==> src/rtl/bcdn_to_bin_if.sv <==
// rtl/bcdn_to_bin_if.sv - request/result bundle for the BCD-to-binary converter
interface bcdn_to_bin_if #(
  parameter int N_DIGITS = 4,
  parameter int BIN_W    = 14
);
  logic                  start;
  logic [4*N_DIGITS-1:0] bcd;
  logic                  ready;
  logic                  done;
  logic                  err;
  logic                  ovf;
  logic [BIN_W-1:0]      bin;

  modport master (output start, bcd, input  ready, done, err, ovf, bin);
  modport slave  (input  start, bcd, output ready, done, err, ovf, bin);
endinterface

==> src/rtl/bcdn_to_bin.sv <==
// rtl/bcdn_to_bin.sv - packed BCD to binary converter, reverse double-dabble, one bit per clock
module bcdn_to_bin #(
  parameter int N_DIGITS = 4,
  parameter int BIN_W    = 14
) (
  input  logic          i_clk,
  input  logic          i_rst_n,
  bcdn_to_bin_if.slave  bus
);
  localparam int BCD_W = 4 * N_DIGITS;
  localparam int IW    = $clog2(BIN_W + 1);
  localparam logic [IW-1:0] IDX_INIT = IW'(BIN_W);

  typedef enum logic [1:0] {
    IDLE = 2'd0,
    OP   = 2'd1,
    DONE = 2'd2
  } state_t;

  state_t             state;
  logic [BCD_W-1:0]   bcd_q;
  logic [IW-1:0]      idx;
  logic [BIN_W-1:0]   bin_q;
  logic               err_q;
  logic               ovf_q;
  logic               ready_q;
  logic               done_q;

  logic               bad_digit;
  logic [BCD_W-1:0]   shifted;
  logic [BCD_W-1:0]   adjusted;
  logic [BIN_W-1:0]   bin_next;

  always_comb begin
    bad_digit = 1'b0;
    for (int k = 0; k < N_DIGITS; k++) begin
      if (bus.bcd[4*k +: 4] > 4'd9) bad_digit = 1'b1;
    end
  end

  // Undo one doubling: halve the BCD vector, then any digit that received a
  // carried-in 8 (value >7) is corrected by -3 so it stays a valid decimal digit.
  always_comb begin
    shifted  = bcd_q >> 1;
    adjusted = shifted;
    for (int k = 0; k < N_DIGITS; k++) begin
      if (shifted[4*k +: 4] > 4'd7) adjusted[4*k +: 4] = shifted[4*k +: 4] - 4'd3;
    end
  end

  assign bin_next = (bin_q >> 1) | (BIN_W'(bcd_q[0]) << (BIN_W - 1));

  always_ff @(posedge i_clk or negedge i_rst_n) begin
    if (!i_rst_n) begin
      state   <= IDLE;
      bcd_q   <= '0;
      idx     <= '0;
      bin_q   <= '0;
      err_q   <= 1'b0;
      ovf_q   <= 1'b0;
      ready_q <= 1'b1;
      done_q  <= 1'b0;
    end else begin
      case (state)
        IDLE: begin
          if (bus.start) begin
            ready_q <= 1'b0;
            bin_q   <= '0;
            ovf_q   <= 1'b0;
            if (bad_digit) begin
              err_q  <= 1'b1;
              done_q <= 1'b1;
              state  <= DONE;
            end else begin
              err_q <= 1'b0;
              bcd_q <= bus.bcd;
              idx   <= IDX_INIT;
              state <= OP;
            end
          end
        end
        OP: begin
          bin_q <= bin_next;
          bcd_q <= adjusted;
          idx   <= idx - 1'b1;
          if (idx == IW'(1)) begin
            // Anything left in the BCD vector did not fit in BIN_W bits.
            ovf_q  <= (adjusted != '0);
            done_q <= 1'b1;
            state  <= DONE;
          end
        end
        DONE: begin
          done_q  <= 1'b0;
          ready_q <= 1'b1;
          state   <= IDLE;
        end
        default: begin
          done_q  <= 1'b0;
          ready_q <= 1'b1;
          state   <= IDLE;
        end
      endcase
    end
  end

  assign bus.ready = ready_q;
  assign bus.done  = done_q;
  assign bus.err   = err_q;
  assign bus.ovf   = ovf_q;
  assign bus.bin   = bin_q;
endmodule

==> src/flat_wrapper.sv <==
// flat-port wrapper written by rule: the top's interface ports become plain ports
module bcdn_to_bin_flat 
#(
  parameter int N_DIGITS = 4,
  parameter int BIN_W    = 14
)
  (i_clk, i_rst_n, bus_start, bus_bcd, bus_ready, bus_done, bus_err, bus_ovf, bus_bin);
  bcdn_to_bin_if #(.N_DIGITS(N_DIGITS), .BIN_W(BIN_W)) bus_i ();
  input  logic i_clk;
  input  logic i_rst_n;
  input wire logic [$bits(bus_i.start)-1:0] bus_start;
  input wire logic [$bits(bus_i.bcd)-1:0] bus_bcd;
  output wire logic [$bits(bus_i.ready)-1:0] bus_ready;
  output wire logic [$bits(bus_i.done)-1:0] bus_done;
  output wire logic [$bits(bus_i.err)-1:0] bus_err;
  output wire logic [$bits(bus_i.ovf)-1:0] bus_ovf;
  output wire logic [$bits(bus_i.bin)-1:0] bus_bin;
  assign bus_i.start = bus_start;
  assign bus_i.bcd = bus_bcd;
  assign bus_ready = bus_i.ready;
  assign bus_done = bus_i.done;
  assign bus_err = bus_i.err;
  assign bus_ovf = bus_i.ovf;
  assign bus_bin = bus_i.bin;
  bcdn_to_bin #(.N_DIGITS(N_DIGITS), .BIN_W(BIN_W)) u_core (.i_clk(i_clk), .i_rst_n(i_rst_n), .bus(bus_i));
endmodule
==> config.mk <==
export PLATFORM = sky130hd
export DESIGN_NAME = bcdn_to_bin_flat
export DESIGN_NICKNAME = d
export VERILOG_FILES = /design/src/rtl/bcdn_to_bin_if.sv /design/src/rtl/bcdn_to_bin.sv /design/src/flat_wrapper.sv
export SDC_FILE = /design/constraint.sdc
export NUM_CORES = 1
export LEC_CHECK = 0
export ABC_AREA = 1
export BUFFER_PORTS_ARGS = -buffer_cell sky130_fd_sc_hd__buf_2
export CAP_MARGIN = 20
export CORE_ASPECT_RATIO = 1.5
export CORE_UTILIZATION = 30
export CTS_CLUSTER_DIAMETER = 120
export CTS_CLUSTER_SIZE = 10
export DETAILED_ROUTE_END_ITERATION = 7
export GPL_TIMING_DRIVEN = 0
export RECOVER_POWER = 50
export SYNTH_ARGS = -nofsm -noshare
export SYNTH_HDL_FRONTEND = slang
export SYNTH_SLANG_ARGS = --single-unit
==> constraint.sdc <==
create_clock -name i_clk -period 1.7 [get_ports i_clk]
set_clock_uncertainty 0.15 [all_clocks]
set_input_delay 0.34 -clock i_clk [delete_from_list [all_inputs] [get_ports i_clk]]
set_output_delay 0.34 -clock i_clk [all_outputs]
set_load 0.01 [all_outputs]
-- After elaboration in Yosys (flattened, before gate mapping)
Cells that the tools add are included.
- multiplexer cells: 29
- bitwise operators: 2
- $lt $le $gt $ge: 8
- add/sub/neg operators: 5
- reductions and logical operators: 10
- equal/unequal tests: 6
- operator list (cell ; count):
    $mux W16 ; 2
    $pmux W16 S2 ; 1
    $pmux W14 S2 ; 1
    $mux W4 ; 6
    $gt A4 B4 Y1 const B ; 4
    $reduce_bool A16 Y1 ; 1
    $mux W14 ; 1
    $or A13 B14 Y14 ; 1
    $gt A4 B3 Y1 const B ; 3
    $sub A4 B2 Y4 const B ; 3
    $mux W1 ; 10
    $reduce_and A3 Y1 ; 3
    $pmux W4 S2 ; 1
    $reduce_and A2 Y1 ; 4
    $mux W2 ; 3
    $pmux W1 S2 ; 3
    $eq A4 B1 Y1 const B ; 1
    $ne A2 B1 Y1 const B ; 2
    $ne A2 B2 Y1 const B ; 2
    $pmux W2 S2 ; 1
    $sub A3 B2 Y4 const B ; 1
    $sub A4 B1 Y4 const B ; 1
    $gt A3 B3 Y1 const B ; 1
    $eq A2 B1 Y1 const B ; 1
    other kinds (3) ; 3
- flip-flop bits (word level): 40
- output and inout port bits: 18

-- Longest topological paths before layout
- depth after elaboration: 8
- depth in mapped cells: 11

-- Least setup slack after synthesis
No wires, ideal clock.
- path type: reg-to-reg
- from: reg u_core.bcd_q[13]
- to: reg u_core.ovf_q (netlist: u_core.bus.ovf)
- arrival time: 1.316 ns
- path buffers: 0
- slack: 0.117 ns
- clock period less this slack: 1.583 ns
- required time: 1.434 ns
- cell stages (with the launch flop): 12
- path through: dfrtp_1 > ha_1 > ha_1 > nand2_1 > inv_1 > nand2_1 > nand2_1 > nand2_1 > nor2_1 > nand3_1 > nand2_1 > nand2_1
- cells in the longest elaborated chain, start to end: 5
- RTL lines (what ; RTL line ; text):
    from (decl) ; bcdn_to_bin.sv:21 ; logic [BCD_W-1:0] bcd_q;
    from (signal assigned) ; bcdn_to_bin.sv:76 ; bcd_q <= bus.bcd;
    from (signal assigned) ; bcdn_to_bin.sv:84 ; bcd_q <= adjusted;
    $sub A3 B2 Y4 or $gt A3 B3 Y1 (tied branches) ; bcdn_to_bin.sv:47 ; if (shifted[4*k +: 4] > 4'd7) adjusted[4*k +: 4] = shifted[4*k +: 4] - 4'd3;
    $mux W4 (*) ; bcdn_to_bin.sv:47 ;
    $reduce_bool A16 Y1 (*) ; bcdn_to_bin.sv:88 ; ovf_q <= (adjusted != '0);
    $mux W1 (*) ; bcdn_to_bin.sv:86 ; if (idx == IW'(1)) begin
    $pmux W1 S2 (*) ; bcdn_to_bin.sv:64 ; case (state)
    to (signal assigned) ; bcdn_to_bin.sv:88 ;
    to (decl) ; bcdn_to_bin.sv:25 ; logic ovf_q;
Every way passes the cells marked *; elsewhere a longest branch is shown, timed or not. The select of a mux whose other input is x is not followed.
A chain may end at the register's enable or synchronous reset.

-- Worst setup path in the final report
- from: reg u_core.bcd_q[14]
- to: reg u_core.ovf_q (netlist: u_core.bus.ovf)
The elaborated chain is that of the path after synthesis.

==> impl_metrics.py <==
metrics = {
    "status": {
        "status": "finished, final reports clean",
    },
    "placed_design": {
        "place.gp.congestion": 0.773,
        "dp_hpwl_um": 3730,
        "dp_slack_ns": -0.192,
        "portBuffers": 36,
        "postPlaceCellArea_sq_um": 2460,
    },
    "timing": {
        "holdWs_ns": 0.0456,
        "slew_viol_final": 0,
        "max_freq_ghz": 0.589,
        "period_share": 0.999,
        "tightest_slew_ns": 1.00,
        "final_hold_viol_count": 0,
        "period_needed_ns": 1.70,
        "layout_setup_ws_ns": 0.00234,
        "setup_violations": 0,
        "setup_tns_ns": 0,
        "relSlewSlack": 0.332,
        "rsz0062_at_grt": "yes",
    },
    "route": {
        "route.met3.wl_um": 155,
        "vias_per_cell": 4.65,
        "vias": 1922,
        "first_iter_violations": 70,
        "routedWlPerCell_um": 12.4,
        "firstDrtPassIters": 4,
        "drcViolationCount": 0,
        "antenna_left": 0,
        "wl_um": 5130,
        "wl_met1_um": 2030,
        "dr_wl_met2_um": 2840,
        "top_layer": "met4",
    },
    "synth": {
        "synth_ff_type": "dfrtp_1",
        "synth.distinct_cells": 25,
        "yosysTopAreaCell": "dfrtp_1",
        "syn_nets": 315,
        "yosys_warnings": 0,
        "syn_avg_cell_area_sq_um": 7.54,
        "ys_ff_latch": 40,
        "synth.most_common_cell": "nand2_1",
        "netlist_instances": 289,
        "synth_edf_count": 0,
        "ys_top_cells_by_count": "nand2_1, dfrtp_1, inv_1",
        "async_reset_ff_frac": 1.00,
        "synth_top_area_share": 0.448,
        "synth_area_sq_um": 2180,
        "ys_seq_area_frac": 0.460,
        "synthTopCellsByArea": "dfrtp_1, nand2_1, inv_1",
    },
    "clock_tree": {
        "cts_max_level": 2,
        "numClockSinks": 40,
        "insertion_delay_ns": 0.30,
        "cts_tree": "yes",
        "clk_pin_slew_ns": 0.08,
        "root_buffer": "clkbuf_8",
        "cts_buffer_depth": 2,
        "numCtsBuffers": 5,
        "cts_hold_buf": 0,
    },
    "die": {
        "placeableCoreArea_sq_um": 6940,
        "initial_core_util": 0.314,
        "die_w_um": 71.6,
        "num_io_pins": 37,
        "die_area_sq_um": 7610,
        "rows": 37,
        "die_y_um": 106,
    },
    "pwr": {
        "p_per_area_nw_per_um2": 1590,
        "p_leak_nw": 1.39,
        "finalPower_mw": 4.17,
        "ir_worst_vdd_mv": 0.421,
    },
    "worst_setup_path": {
        "path_max_fanout": 2,
        "cp_data_arrival_time_ns": 1.74,
        "reg2reg_depth": 11,
        "r2r_setup_slack_ns": 0.002,
        "r2r-start": "u_core.bcd_q[14]",
        "r2r-end": "u_core.bus.ovf",
        "crit_required_ns": 1.74,
        "critPathLaunchType": "register",
        "end_kind": "register",
        "crit_type": "register to register",
    },
    "global_routing": {
        "grt_usage": 0.148,
        "grt_pass1_wl_um": 8540,
        "grt_pass1_vias": 1932,
        "antenna_found_initial": 0,
        "grt-ovfl-total": 0,
        "grt_start_max_net_pins": 41,
    },
    "run": {
        "cap_violations": 0,
    },
    "layout": {
        "fillers": 746,
        "drive_gt1_frac": 0.206,
        "seq_area_sq_um": 1000,
        "multiInputGateArea_sq_um": 1000,
        "synthToLayoutAreaGrowth_pct": 20.0,
        "nNetsFinal": 360,
        "final_area_sq_um": 2620,
        "antenna_cells": 0,
    },
    "min_path": {
        "hp-class": "input port to asynchronous set/reset pin",
    },
}
how the worst max path moves through the flow:
stage | startpoint | endpoint | cells past startpoint
after floorplan | u_core.bcd_q[13] | u_core.bus.ovf | 11
after global placement | bus_bcd[14] | u_core.bcd_q[10] | 9
after detailed placement | u_core.bcd_q[13] | u_core.bus.ovf | 8
after CTS | u_core.bcd_q[13] | u_core.bus.ovf | 11
after global routing | u_core.bcd_q[14] | u_core.bus.ovf | 11
final | u_core.bcd_q[14] | u_core.bus.ovf | 11
flip-flops by register name, summed over array words and instances, names as in the netlist:
| signal | cells |
|---|---|
| u_core.bcd_q | 16 |
| u_core.bus.bin | 14 |
| u_core.state | 2 |
| u_core.bus.ready | 1 |
| u_core.bus.done | 1 |
| u_core.bus.err | 1 |
| u_core.bus.ovf | 1 |
| u_core.idx | 4 |
layer usage:
layer | up-vias | GRT usage
met5 | - | 0
met4 | 0 | 0.0630
met3 | 8 | 0.0303
met2 | 29 | 0.290
met1 | 893 | 0.144
li1 | 992 | -
metrics by stage:
stage               utilization  cells
floorplan                     -    289
global placement          0.354    403
detailed placement        0.354    403
CTS                       0.376    413
global route              0.377    413
finish                    0.377    413
logic make-up after synthesis:
logic type,after synthesis,synth area share
xor+xnor,3,0.0121
compound gates,43,0.114
flops,40,0.460
fa+ha+maj,7,0.0402
simple gates,150,0.285
buf+inv,46,0.0885
where the power goes:
part	switching (mW)	internal, mW	leakage (nW)
combinational	1.10	0.692	0.814
sequential	0.264	1.25	0.515
clock	0.342	0.518	0.0645
total	1.71	2.46	1.39
placed cells by master (no fill, tap or decap), types with 2 or more instances in the layout:
cell      instances
inv_1            33
o21ai_2           2
clkbuf_2          2
o22ai_1          13
xnor2_1           3
clkbuf_8          7
nand2_1         109
a21oi_1           4
buf_2            35
nand3_1           6
ha_1              5
buf_4             4
or2_2             2
nand2_4           2
o21ai_0          19
clkbuf_1          6
nor2_4            3
dfrtp_1          39
o31ai_1           2
nor2_1           23
nand2_2           4
inv_2             3
repair_timing:
action | CTS | global route
setup endpoints to repair | 2 | 7
buffers inserted | 2 | 0
pin swaps | 2 | 7
resized for setup | 5 | 8
cell type report:
type / instances / area share
Multi-Input combinational cell: 203 / 0.384
Sequential cell: 40 / 0.383
Timing Repair Buffer: 38 / 0.0727
Inverter: 36 / 0.0517
Tap cell: 78 / 0.0373
Clock buffer: 7 / 0.0368
Buffer: 10 / 0.0225
Clock inverter: 1 / 0.0115
worst max-delay path, stage by stage, from the launching register on:
cell,delay (ns)
dfrtp_1,0.41
ha_2,0.21
ha_4,0.26
nand2_2,0.04
inv_2,0.04
nand2_2,0.05
nand2_2,0.07
nand2_2,0.06
nor2_1,0.10
nand3_1,0.08
nand2_1,0.07
nand2_1,0.06
Power figures use the tool's default switching activity.
